## src/rtl/pc_gen_unit_pkg.sv

```systemverilog
// Shared constants and types for the fetch-stage program-counter unit.
//   Default parameter values (address width, reset vector, instruction step, RAS depth)
//   npc_sel_e: which source the next-PC mux picks this cycle, highest priority first.
package pc_gen_unit_pkg;

  localparam int unsigned      DefaultXlen        = 32;
  localparam logic [31:0]      DefaultResetVector = 32'h0000_0000;
  localparam int unsigned      DefaultInstBytes   = 4;
  localparam int unsigned      DefaultRasDepth    = 4;

  typedef enum logic [2:0] {
    NpcFlush,
    NpcBranch,
    NpcHold,
    NpcRas,
    NpcSeq
  } npc_sel_e;

endpackage

```

## src/rtl/pc_gen_unit_ras_stack.sv

```systemverilog
// Circular return address stack with a saturating occupancy count.
// Ports:
//   clk, rst_n     clock, asynchronous active-low reset
//   i_push         write i_push_data above the current top
//   i_pop          drop the top entry (ignored when empty)
//   i_clear        discard all entries (count to 0)
//   i_push_data    return address to store
//   o_top_data     entry at the top pointer
//   o_empty/o_full occupancy flags, derived from the count register
module pc_gen_unit_ras_stack #(
  parameter int unsigned XLEN  = 32,
  parameter int unsigned DEPTH = 4
) (
  input  logic            clk,
  input  logic            rst_n,
  input  logic            i_push,
  input  logic            i_pop,
  input  logic            i_clear,
  input  logic [XLEN-1:0] i_push_data,
  output logic [XLEN-1:0] o_top_data,
  output logic            o_empty,
  output logic            o_full
);

  localparam int unsigned PtrW = $clog2(DEPTH);
  localparam int unsigned CntW = PtrW + 1;

  logic [XLEN-1:0] r_entries [DEPTH];
  logic [PtrW-1:0] r_top;
  logic [PtrW-1:0] w_top_d;
  logic [CntW-1:0] r_count;
  logic [CntW-1:0] w_count_d;
  logic            w_wr_en;
  logic [PtrW-1:0] w_wr_idx;

  assign o_empty    = (r_count == '0);
  assign o_full     = (r_count == CntW'(DEPTH));
  assign o_top_data = r_entries[r_top];

  always_comb begin
    w_top_d   = r_top;
    w_count_d = r_count;
    w_wr_en   = 1'b0;
    w_wr_idx  = r_top;
    if (i_clear) begin
      // Contents become stale; only the count matters for prediction.
      w_count_d = '0;
    end else if (i_push && i_pop && !o_empty) begin
      // Return then call in one cycle: the top slot is reused in place.
      w_wr_en = 1'b1;
    end else if (i_push) begin
      w_wr_en   = 1'b1;
      w_wr_idx  = r_top + 1'b1;
      w_top_d   = r_top + 1'b1;
      // Pointer wraps over the oldest entry once full; count saturates.
      w_count_d = o_full ? r_count : r_count + 1'b1;
    end else if (i_pop && !o_empty) begin
      w_top_d   = r_top - 1'b1;
      w_count_d = r_count - 1'b1;
    end
  end

  always_ff @(posedge clk or negedge rst_n) begin
    if (!rst_n) begin
      r_top   <= '0;
      r_count <= '0;
    end else begin
      r_top   <= w_top_d;
      r_count <= w_count_d;
    end
  end

  // Storage is not reset; the count keeps undefined entries from ever being used.
  always_ff @(posedge clk) begin
    if (w_wr_en) begin
      r_entries[w_wr_idx] <= i_push_data;
    end
  end

endmodule

```

## src/rtl/pc_gen_unit.sv

```systemverilog
// Fetch-stage program-counter unit: holds the fetch PC and selects the next PC from
// trap flush, branch resolution, stall hold, RAS prediction or sequential increment.
// Ports:
//   clk, rst_n            clock, asynchronous active-low reset
//   stall                 hold PC (backpressure); redirects still win
//   flush_valid, flush_pc trap redirect and target
//   br_taken              EX-resolved taken branch, target npc_op1 + npc_op2
//   ras_push, ras_pop     call / return detected at the current pc
//   pc                    registered fetch PC
//   npc                   value pc loads at the next edge
//   redirect              flush_valid | br_taken
//   ras_empty, ras_full   return address stack occupancy
module pc_gen_unit
  import pc_gen_unit_pkg::*;
#(
  parameter int unsigned     XLEN         = DefaultXlen,
  parameter logic [XLEN-1:0] RESET_VECTOR = XLEN'(DefaultResetVector),
  parameter int unsigned     INST_BYTES   = DefaultInstBytes,
  parameter int unsigned     RAS_DEPTH    = DefaultRasDepth
) (
  input  logic            clk,
  input  logic            rst_n,
  input  logic            stall,
  input  logic            flush_valid,
  input  logic [XLEN-1:0] flush_pc,
  input  logic            br_taken,
  input  logic [XLEN-1:0] npc_op1,
  input  logic [XLEN-1:0] npc_op2,
  input  logic            ras_push,
  input  logic            ras_pop,
  output logic [XLEN-1:0] pc,
  output logic [XLEN-1:0] npc,
  output logic            redirect,
  output logic            ras_empty,
  output logic            ras_full
);

  logic [XLEN-1:0] r_pc;
  logic [XLEN-1:0] w_seq_pc;
  logic [XLEN-1:0] w_br_sum;
  logic [XLEN-1:0] w_ras_top;
  logic            w_ras_upd;
  npc_sel_e        w_sel;

  assign redirect = flush_valid | br_taken;
  assign w_seq_pc = r_pc + XLEN'(INST_BYTES);
  assign w_br_sum = npc_op1 + npc_op2;
  // The stack only tracks fetch that actually advances down the predicted path.
  assign w_ras_upd = !stall && !redirect;

  always_comb begin
    w_sel = NpcSeq;
    if (flush_valid) begin
      w_sel = NpcFlush;
    end else if (br_taken) begin
      w_sel = NpcBranch;
    end else if (stall) begin
      w_sel = NpcHold;
    end else if (ras_pop && !ras_empty) begin
      w_sel = NpcRas;
    end
  end

  always_comb begin
    npc = w_seq_pc;
    unique case (w_sel)
      NpcFlush:  npc = {flush_pc[XLEN-1:1], 1'b0};
      NpcBranch: npc = {w_br_sum[XLEN-1:1], 1'b0};
      NpcHold:   npc = r_pc;
      NpcRas:    npc = w_ras_top;
      default:   npc = w_seq_pc;
    endcase
  end

  always_ff @(posedge clk or negedge rst_n) begin
    if (!rst_n) begin
      r_pc <= RESET_VECTOR;
    end else begin
      r_pc <= npc;
    end
  end

  assign pc = r_pc;

  pc_gen_unit_ras_stack #(
    .XLEN  (XLEN),
    .DEPTH (RAS_DEPTH)
  ) u_ras_stack (
    .clk         (clk),
    .rst_n       (rst_n),
    .i_push      (ras_push && w_ras_upd),
    .i_pop       (ras_pop && w_ras_upd),
    .i_clear     (flush_valid),
    .i_push_data (w_seq_pc),
    .o_top_data  (w_ras_top),
    .o_empty     (ras_empty),
    .o_full      (ras_full)
  );

endmodule

```

## config.mk

```make
export PLATFORM = sky130hd
export DESIGN_NAME = pc_gen_unit
export DESIGN_NICKNAME = d
export VERILOG_FILES = /design/src/rtl/pc_gen_unit_pkg.sv /design/src/rtl/pc_gen_unit_ras_stack.sv /design/src/rtl/pc_gen_unit.sv
export SDC_FILE = /design/constraint.sdc
export NUM_CORES = 1
export LEC_CHECK = 0
export CORE_MARGIN = 2
export CORE_UTILIZATION = 48
export CTS_CLUSTER_DIAMETER = 100
export DETAILED_ROUTE_END_ITERATION = 10
export PLACE_DENSITY = 0.77
export SLEW_MARGIN = 5
export SYNTH_ARGS = -nofsm -noshare
export SYNTH_HDL_FRONTEND = slang
export SYNTH_SLANG_ARGS = --single-unit
export TNS_END_PERCENT = 100
```

## constraint.sdc

```tcl
create_clock -name clk -period 3.8 [get_ports clk]
set_input_delay 0.57 -clock clk [delete_from_list [all_inputs] [get_ports clk]]
set_output_delay 0.57 -clock clk [all_outputs]
set_load 0.02 [all_outputs]
```

==> impl_metrics.json <==
{
  "outcome": "finished clean",
  "die_h_um": 142,
  "p_per_area_nw_per_um2": 444,
  "finalWeightedCongestion": 0.901,
  "numCtsBuffers": 17,
  "grt-ovfl-total": 0,
  "routed_via_density": 6.02,
  "synth_top_cell_by_area": "edfxtp_1",
  "grt_util_met1": 0.365,
  "start_kind": "primary input",
  "start_util": 0.489,
  "setup_ws_ps": 46.7,
  "worst_ir_drop_vdd_v": 0.000250,
  "use_met2": 0.432,
  "power_leakage_uw": 0.00496,
  "fp.coreArea_um2": 18700,
  "setup_viol": 0,
  "yosysSeqAreaShare": 0.521,
  "holdCritPathClass": "primary input to async pin",
  "syn_to_final_growth_pct": 39.0,
  "drt_iter0_drc": 850,
  "finalCritPeriodShare": 0.988,
  "cts_tree": "yes",
  "routed-via-count": 7634,
  "clock_latency_ps": 430,
  "crit_arrival_ps": 3180,
  "hold_viol_final": 0,
  "grt_usage": 0.269,
  "critical_path_class": "primary input to primary output",
  "syn_inst": 763,
  "grt_pass1_wl_um": 41600,
  "drive_gt1_frac": 0.248,
  "path_max_fanout": 4,
  "use_met3": 0.0474,
  "syn_avg_cell_area_um2": 12.0,
  "fin_crit_ps": 3750,
  "r2r_end": "u_ras_stack.r_entries[2][21]$_DFFE_PP_",
  "holdWs_ps": 204,
  "design.final.nets": 1158,
  "ys_ff_latch": 165,
  "synth_nets": 901,
  "maxSlewHeadroom": 0.613,
  "wirelength_um": 27200,
  "port_buffers": 168,
  "worstPathRequired_ps": 3230,
  "synth_warnings": 0,
  "ant_nets": 0,
  "clock_path_buffers": 2,
  "fmax_ghz": 0.266,
  "synth_flop_cell": "edfxtp_1",
  "ys_types": 66,
  "cts_root_buffer": "clkbuf_16",
  "first_pass_iters": 6,
  "layout_commonest_cell": "edfxtp_1",
  "postCtsHoldBufs": 0,
  "antenna_found_initial": 1,
  "synth_top_area_share": 0.420,
  "finClkSkew_ps": 11.7,
  "synth_edf_count": 128,
  "layout_common_cells": "edfxtp_1 (128), clkdlybuf4s50_1 (120), buf_4 (108)",
  "fp.dieW_um": 142,
  "synthArstFlopShare": 0.224,
  "endpoint_kind": "primary output",
  "grt_max_degree": 38,
  "syn_area_um2": 9150,
  "reg2reg_depth": 7,
  "detail_route.wl_per_cell_um": 21.4,
  "clock_sinks": 165,
  "grt_pass1_vias": 7590,
  "fp-row-count": 50,
  "r2r_slack_ps": 1220,
  "r2r-start": "u_ras_stack.r_top[0]$_DFFE_PN0P_",
  "hpwl_um": 18800,
  "maxCapViolations": 0,
  "drc": 0,
  "synthTopCellsByArea": "edfxtp_1 (42%), dfrtp_1 (10%), mux4_2 (7.9%)",
  "tightest_slew_ps": 577,
  "clkSlewWorstSetupHoldPaths_ps": 70,
  "die_area_um2": 20200,
  "place_ws_ps": -537,
  "grt_busiest_layer": "met2",
  "slew_viol_final": 0,
  "htree_levels": 4,
  "io_pins": 170
}
## synth_stat cells (4+ instances only)
cell type,n
a21o_1,14
a21oi_1,42
a222oi_1,7
a22oi_1,23
a31oi_1,12
and3_1,10
and4_1,5
buf_2,7
clkbuf_1,29
dfrtp_1,37
edfxtp_1,128
ha_1,33
inv_1,13
mux4_2,32
nand2_1,71
nand2b_1,6
nand3_1,21
nand4_1,10
nor2_1,49
nor2b_1,7
nor3_1,10
nor3b_1,5
o211ai_1,5
o21a_1,4
o21ai_0,51
o21ai_1,13
o21bai_1,5
xnor2_1,33
xnor2_2,4
xor2_1,23
## how the worst max path moves through the flow
stage,to,slack [ps],start
after floorplan,u_ras_stack.r_entries[0][0]$_DFFE_PP_,-240,flush_valid
after global placement,npc[18],-490,npc_op1[1]
after detailed placement,npc[18],-540,npc_op1[1]
after CTS,npc[18],-70,npc_op1[1]
after global routing,npc[18],-30,npc_op1[0]
final,npc[14],50,npc_op1[0]
## critical path, cell delays in order
cell             delay, ps
clkdlybuf4s50_1        500
nand2_1                 90
fa_2                   370
nor2b_4                150
o311ai_4               110
a21oi_4                230
o21ai_4                110
o21a_2                 260
xor2_1                 170
o21ai_1                260
clkdlybuf4s15_1        350
## sequential cells by signal, indices dropped and copies added (netlist names)
name and cells:
u_ras_stack.r_count 3, u_ras_stack.r_entries 128, pc 32, u_ras_stack.r_top 2
## per-stage QoR
stage | cells | cell area (um^2) | TNS (ps) | total power [uW] | utilization
floorplan | 763 | 9150 | -19160 | 3210 | -
global placement | 1225 | 11800 | -6890 | 3910 | 0.630
detailed placement | 1225 | 11800 | -7320 | 3940 | 0.630
CTS | 1261 | 12400 | -150 | 5600 | 0.663
global route | 1268 | 12700 | -108 | 5860 | 0.680
finish | 1268 | 12700 | 0 | 5640 | 0.680
## area by class of cell
cell class	count	area, um^2
well taps	234	293
inverters	13	48.8
clock buffers	17	425
diodes	1	2.50
flip-flops and latches	165	4770
multi-input cells	544	4450
repair buffers	279	2580
clock inverters	15	143
fillers	1297	5990
## logic make-up (layout without fill, tap and decap cells)
family | count (synthesis) | count (layout) | share of synthesized area
other | 0 | 1 | 0
and+or+nand+nor | 215 | 215 | 0.117
adders and majority gates | 35 | 35 | 0.0495
xor gates and xnor gates | 60 | 60 | 0.0607
AOI/OAI and AO/OA | 198 | 198 | 0.143
muxes | 36 | 36 | 0.0833
buffers and inverters | 54 | 324 | 0.0243
DFF | 165 | 165 | 0.521
## power breakdown
part | internal, uW | leakage (uW) | switching, uW
logic | 852 | 0.00307 | 941
clock network | 916 | 0.000275 | 744
registers | 2090 | 0.00161 | 99.6
## repair_timing
item / CTS / global route
resized for setup: 66 / 67
endpoints found under the hold margin: 0 / 0
buffers inserted: 4 / 6
pin swaps: 8 / 29
setup endpoints to repair: 26 / 25
## routing by layer
metal	share of wire	routed length, um
met1	0.39	10700
met2	0.50	13500
met3	0.076	2050
met4	0.033	887
met5	0	0
(Power assumes the default switching activity.)
